### src/rtl/riscv_pc_unit.sv
// Program counter / next-PC unit: boot hold-off, branch/jump resolution, stall and misaligned-target trap.
// Optional branch statistics counters are enabled with `define RISCV_PC_BRANCH_STATS_EN.
module riscv_pc_unit #(
    parameter logic [31:0] RESET_VECTOR = 32'h0000_0000,
    parameter logic [31:0] TRAP_VECTOR  = 32'h0000_0100,
    parameter int unsigned BOOT_CYCLES  = 4
) (
    input  logic        clk,
    input  logic        reset,
    input  logic        Stall,
    input  logic        Branch,
    input  logic        Jump,
    input  logic        JumpReg,
    input  logic        Zero,
    input  logic [31:0] ALUResult,
    input  logic [31:0] ImmExt,
    output logic [31:0] PC,
    output logic [31:0] PCPlus4,
    output logic [31:0] PCTarget,
    output logic        Running,
    output logic        Trap,
`ifdef RISCV_PC_BRANCH_STATS_EN
    output logic [31:0] BranchCount,
    output logic [31:0] TakenCount,
`endif
    output logic [31:0] TrapPC
);

    typedef enum logic [1:0] {BOOT, RUN, TRAP} state_t;

    // BOOT_CYCLES = 0 behaves like a single boot cycle: leave on the first edge.
    localparam logic [7:0] BOOT_LAST = (BOOT_CYCLES == 0) ? 8'd0 : 8'(BOOT_CYCLES - 1);

    state_t      state;
    logic [7:0]  boot_cnt;
    logic [31:0] next_pc;
    logic        redirect;
    logic        misaligned;

    assign PCPlus4  = PC + 32'd4;
    assign PCTarget = PC + ImmExt;

    always_comb begin
        redirect = 1'b1;
        if (JumpReg)
            next_pc = {ALUResult[31:1], 1'b0};
        else if (Jump || (Branch && Zero))
            next_pc = PCTarget;
        else begin
            next_pc  = PCPlus4;
            redirect = 1'b0;
        end
    end

    assign misaligned = redirect && (next_pc[1:0] != 2'b00);

    always_ff @(posedge clk) begin
        if (reset) begin
            state    <= BOOT;
            boot_cnt <= 8'd0;
            PC       <= RESET_VECTOR;
            Running  <= 1'b0;
            Trap     <= 1'b0;
            TrapPC   <= 32'd0;
        end else begin
            case (state)
                BOOT: begin
                    boot_cnt <= boot_cnt + 8'd1;
                    if (boot_cnt == BOOT_LAST) begin
                        state   <= RUN;
                        Running <= 1'b1;
                    end
                end
                RUN: begin
                    if (!Stall) begin
                        if (misaligned) begin
                            // PC stays on the faulting instruction until the trap resolves.
                            TrapPC  <= PC;
                            state   <= TRAP;
                            Running <= 1'b0;
                            Trap    <= 1'b1;
                        end else begin
                            PC <= next_pc;
                        end
                    end
                end
                TRAP: begin
                    if (!Stall) begin
                        PC      <= TRAP_VECTOR;
                        state   <= RUN;
                        Running <= 1'b1;
                        Trap    <= 1'b0;
                    end
                end
                default: begin
                    state   <= BOOT;
                    Running <= 1'b0;
                    Trap    <= 1'b0;
                end
            endcase
        end
    end

`ifdef RISCV_PC_BRANCH_STATS_EN
    // Taken branches count even when the target traps.
    always_ff @(posedge clk) begin
        if (reset) begin
            BranchCount <= 32'd0;
            TakenCount  <= 32'd0;
        end else if (state == RUN && !Stall && Branch) begin
            BranchCount <= BranchCount + 32'd1;
            if (Zero)
                TakenCount <= TakenCount + 32'd1;
        end
    end
`endif

endmodule

### config.mk
export PLATFORM = sky130hd
export DESIGN_NAME = riscv_pc_unit
export DESIGN_NICKNAME = d
export VERILOG_FILES = /design/src/rtl/riscv_pc_unit.sv
export SDC_FILE = /design/constraint.sdc
export NUM_CORES = 1
export LEC_CHECK = 0
export ABC_AREA = 1
export BUFFER_PORTS_ARGS = -buffer_cell sky130_fd_sc_hd__buf_4
export CORE_AREA = 5 5 115 117
export CTS_BUF_LIST = sky130_fd_sc_hd__clkbuf_16
export DETAILED_ROUTE_END_ITERATION = 12
export DIE_AREA = 0 0 120 122
export PLACE_DENSITY = 0.88
export SLEW_MARGIN = 0
export SYNTH_ARGS = -nofsm -noshare
export SYNTH_HDL_FRONTEND = slang
export SYNTH_SLANG_ARGS = --single-unit
### constraint.sdc
create_clock -name clk -period 3.95 [get_ports clk]
set_input_delay 0.5925 -clock clk [delete_from_list [all_inputs] [get_ports clk]]
set_output_delay 0.5925 -clock clk [all_outputs]
set_load 0.03 [all_outputs]
After elaboration in Yosys (flattened, before gate mapping)
Index checks and enable logic that the tools add are counted.

Bits of input ports: 71. Word-level logic and storage cells: 51. Register bits: 76.

$add $sub $neg: 3. Bitwise logic cells: 2. Eq/ne operators: 8. Muxes and demuxes: 22. Reductions and logical operators: 10.

Operators by type and width (count): 32-bit two-way mux (5); 32-bit case mux with 2 select lines (1); 32-bit by 3-bit adder with 32-bit output (second input constant) (1); 32-bit adder (1); 4-bit AND reduction (3); 2-bit != test (second input constant) (5); 1-bit two-way mux (9); 8-bit by 1-bit adder with 8-bit output (second input constant) (1); 8-bit by 2-bit equality test with 1-bit output (second input constant) (1); 2-bit two-way mux (4); 1-bit case mux with 3 select lines (2); 2-bit case mux with 3 select lines (1); 2-bit nonzero test (2); 3-bit AND reduction (1); 2-bit by 1-bit equality test with 1-bit output (second input constant) (1); 2-bit equality test (second input constant) (1); 1-bit logical AND (2); 2-bit logical NOT (1); 1-bit inverter (2); 1-bit logical OR (1).

Logic depth before layout (Yosys ltp)
Depth after elaboration: 9. Mapped depth: 15. Mapped depth without buffers: 15.

Worst setup path after synthesis
Ideal clock, no wire load.

Kind: input to output. Start point: input port ImmExt[0]. End point: output port PCTarget[12]. Setup slack: 1205 ps. Required time: 3357 ps. Data arrival time: 2153 ps. Cell stages on the path: 7. Path buffers: 0. Cells stage by stage: ha_1 fa_1 nand3_1 nand3_1 nand3_1 nand3_1 xor2_1.

Cells in the longest elaborated chain, start to end: 1.

RTL lines: start: declaration (line 16) `input logic [31:0] ImmExt,`; 32-bit adder (line 41) `assign PCTarget = PC + ImmExt;`; end: declaration (line 19) `output logic [31:0] PCTarget,`.

No other way between the ends.

Worst setup path in the final report
Start point: register PC[0]. End point: output port PCTarget[28].

Cells in the longest elaborated chain, start to end: 1.

RTL lines: start: declaration (line 17) `output logic [31:0] PC,`; start signal: assignment (line 83) `PC <= next_pc;`; 32-bit adder (line 41).

No other way between the ends.

==> Implementation_results.wiki <==
{| class="wikitable"
! Metric !! Value
|-
| Max-slew violations || 0
|-
| Count of max-cap constraint violations || 0
|-
| Gp weighted congestion || 0.999
|-
| Clock net sink count || 75
|-
| Worst slew margin relative to its limit || 0.342
|-
| Critical path, cell by cell || ha_1 > fa_1 > nand3_1 > nand3_1 > nand3_1 > nand3_1 > nand2_1 > nand3_1 > and2_1 > buf_4
|-
| Reg2reg start || PC[0]$_SDFFE_PP0P_
|-
| Die width || 120 um
|-
| Antenna viol nets, final || 0
|-
| Mean instance size in the synthesized netlist || 5.64 um2
|-
| Area of the die || 14,600 um2
|-
| Power consumption || 2.76 mW
|-
| Root Buffer Master || sky130_fd_sc_hd__clkbuf_16
|-
| Number of gates given a new drive strength after cts || 0
|-
| Hold Vio Cnt, Final || 0
|-
| Largest net degree at the start of global routing || 67
|-
| Buffers inserted during post-CTS setup optimization || 0
|-
| Combined global-route utilization of all metal layers || 0.314
|-
| Post-DP HPWL || 19,200 um
|-
| Fill cell instance count of the final layout || 1,163
|-
| DRC || 0
|-
| Clock latency reported for the late side of the worst-skew pair || 0.34 ns
|-
| Status || finished clean
|-
| Synth Flop Type || sky130_fd_sc_hd__dfxtp_1
|-
| Starting utilization of the core area || 0.555
|-
| Origin of the worst min-delay path || TrapPC[13]$_SDFFE_PP0P_
|-
| Arrival time at the worst endpoint || 2.62 ns
|-
| Sum of overflow across all layers after global routing || 0
|-
| Netlist area before placement || 6810 um2
|-
| Number of nets in the final layout || 1,497
|-
| Count of non-filler cells in the finished layout || 1,547
|-
| Total wire length after detailed routing || 23,600 um
|-
| Layout Utilization || 0.702
|-
| Clock H-tree levels || 3
|-
| Setup repair after global routing missed its margin || no
|-
| Longest Clk Path Bufs || 2
|-
| Clock input transition at the sequential cells of the worst setup and hold paths || 0.06 ns
|-
| Post-synthesis cell type count || 49
|-
| Number of synthesized flops with an enable pin || 0
|-
| Shortest clock period the worst path allows after layout || 3.21 ns
|-
| Number of antenna violations at the first check in global routing || 0
|-
| Power per unit of standard cell area || 320 nW/um2
|-
| Crit Reg-Reg Endpoint || PC[4]$_SDFFE_PP0P_
|-
| CTS tree || done
|-
| Slew at the pin with the worst max-slew slack || 0.986 ns
|-
| Required time of the critical path || 3.36 ns
|-
| Worst setup startpoint || PC[0]$_SDFFE_PP0P_
|-
| Antenna Cells || 0
|-
| Standard cell with the maximum stage delay on the critical path || sky130_fd_sc_hd__fa_1
|-
| Global-route wire length before repair || 36,400 um
|-
| Critical Path Most Common Cell || sky130_fd_sc_hd__nand3_1
|-
| Vias/cell || 5.24
|-
| Core area || 12,300 um2
|-
| Highest fanout seen on the critical path || 6
|-
| Final total negative setup slack || 0 ns
|-
| Highest ir drop seen on vdd || 224 uV
|-
| Kind of end point of the critical path || primary output
|-
| Number of global-route vias before repair || 7,222
|-
| Worst Clk Skew || 0.00612 ns
|-
| Post-Synthesis Net Count || 1,311
|-
| Seq/Total Area, Yosys || 0.221
|-
| Endpoints failing setup || 0
|-
| Max Freq || 0.311 GHz
|-
| Number of standard-cell rows in the floorplan || 41
|-
| CP startpoint kind || flip-flop
|-
| P_leak || 4.70 nW
|-
| Violation count after the first detailed-route iteration || 823
|-
| Number of top-level pins || 201
|-
| Via count || 8,110
|-
| Type of the worst setup path || reg -> out
|-
| Post-CTS Hold Buffers || 0
|-
| Drt first pass iters || 6
|-
| Class of the tightest hold or removal check || reg -> reg
|-
| Largest incremental delay on the critical path || 0.48 ns
|-
| Share of synthesized registers carrying an async set or reset || 0
|-
| Die extent in y || 122 um
|-
| R2R Setup Slk || 1.16 ns
|-
| Number of synthesized register bits || 75
|-
| Number of standard cells after synthesis || 1,206
|-
| TritonCTS Buffers || 9
|-
| Wire length per cell || 15.2 um
|-
| Number of cells on the worst reg-to-reg path || 14
|-
| Most common cell after layout, fill and taps aside || sky130_fd_sc_hd__nand2_1
|-
| Total instance count after detailed placement || 1,531
|-
| Period utilization || 0.813
|-
| Layout overhead on the synthesized area || 26.4%
|-
| Port Buffer Count || 199
|-
| Synthesis warning total || 0
|-
| Worst Hold Path EP || TrapPC[13]$_SDFFE_PP0P_
|-
| Leading cell types in the layout, fill and taps excluded || sky130_fd_sc_hd__nand2_1, sky130_fd_sc_hd__inv_1, sky130_fd_sc_hd__buf_4
|-
| Layout cells sized above 1 || 0.178
|-
| Hold Path Stages || 2
|}
[cell families (layout without fill, tap and decap cells)]
logic type                 Yosys count  after routing  share of synthesized area
adders and majority gates           34             34                     0.0636
buffers and inverters              260            451                      0.159
xor gates and xnor gates            33             33                     0.0436
muxes                                1              1                    0.00147
and+or+nand+nor                    649            649                      0.392
DFF                                 75             75                      0.221
AOI/OAI and AO/OA                  154            154                      0.120
[registers in the layout (all words and copies together), names as in the netlist]
signal and count:
Trap 1, PC 32, state 2, TrapPC 32, boot_cnt 8
[worst max-delay path by stage]
stage | depth (start not counted) | end
after global routing | 13 | PCTarget[24]
after floorplan | 7 | PCTarget[12]
after detailed placement | 11 | PCTarget[28]
after CTS | 10 | PCTarget[28]
after global placement | 12 | PCTarget[16]
final | 10 | PCTarget[28]
[final cells by class]
cell class,count,area (um2),share of cell area
clock buffers,9,225,0.0262
multi-input cells,871,4230,0.492
inverters,228,858,0.0998
well taps,150,188,0.0218
clock inverters,7,45.0,0.00524
repair buffers,207,1550,0.181
flip-flops and latches,75,1500,0.175
[power by group]
part	leakage, nW	switching, mW	total (mW)	internal [mW]
Clock	0.129	0.325	0.747	0.422
Sequential	0.607	0.0676	0.889	0.821
Combinational	3.96	0.734	1.12	0.386
Total	4.70	1.13	2.76	1.63
[synthesized netlist by cell type, types with 3 or more instances]
cell type / n / share of area
sky130_fd_sc_hd__dfxtp_1: 75 / 0.22
sky130_fd_sc_hd__xor2_1: 26 / 0.033
sky130_fd_sc_hd__xnor2_1: 6 / 0.0077
sky130_fd_sc_hd__nor3_1: 13 / 0.0096
sky130_fd_sc_hd__inv_1: 224 / 0.12
sky130_fd_sc_hd__buf_4: 5 / 0.0055
sky130_fd_sc_hd__nand2_1: 424 / 0.23
sky130_fd_sc_hd__nor2_2: 3 / 0.0028
sky130_fd_sc_hd__nor2_1: 92 / 0.051
sky130_fd_sc_hd__o21ai_0: 51 / 0.037
sky130_fd_sc_hd__buf_6: 5 / 0.0083
sky130_fd_sc_hd__o211ai_1: 3 / 0.0033
sky130_fd_sc_hd__or2_2: 4 / 0.0037
sky130_fd_sc_hd__nand3_1: 82 / 0.060
sky130_fd_sc_hd__and2_1: 12 / 0.011
sky130_fd_sc_hd__clkbuf_1: 12 / 0.0066
sky130_fd_sc_hd__a21oi_1: 88 / 0.065
sky130_fd_sc_hd__buf_2: 4 / 0.0029
sky130_fd_sc_hd__ha_1: 33 / 0.061
sky130_fd_sc_hd__nand2_2: 7 / 0.0064
[worst max-delay path, delay by kind of cell (launching register included)]
kind          cells  cell delay (ns)
fa+ha+maj         2             0.75
buf+inv           1             0.16
flops             1             0.37
simple gates      7             1.01
[layer usage]
layer,share of wire,GRT usage,routed length [um]
met5,0,0,0
met4,0.045,0.132,1070
met2,0.46,0.532,10800
met3,0.095,0.0636,2240
met1,0.40,0.389,9450
[through the flow]
step | setup WS [ns] | hold slack (ns) | area (um2)
2_1_floorplan | 1.20 | 0.439 | 6810
3_3_place_gp | 0.878 | 0.434 | 8330
3_5_place_dp | 0.835 | 0.438 | 8330
4_1_cts | 0.797 | 0.447 | 8600
5_1_grt | 0.591 | 0.466 | 8600
6_report | 0.737 | 0.443 | 8600
Power figures use the tool's default switching activity.
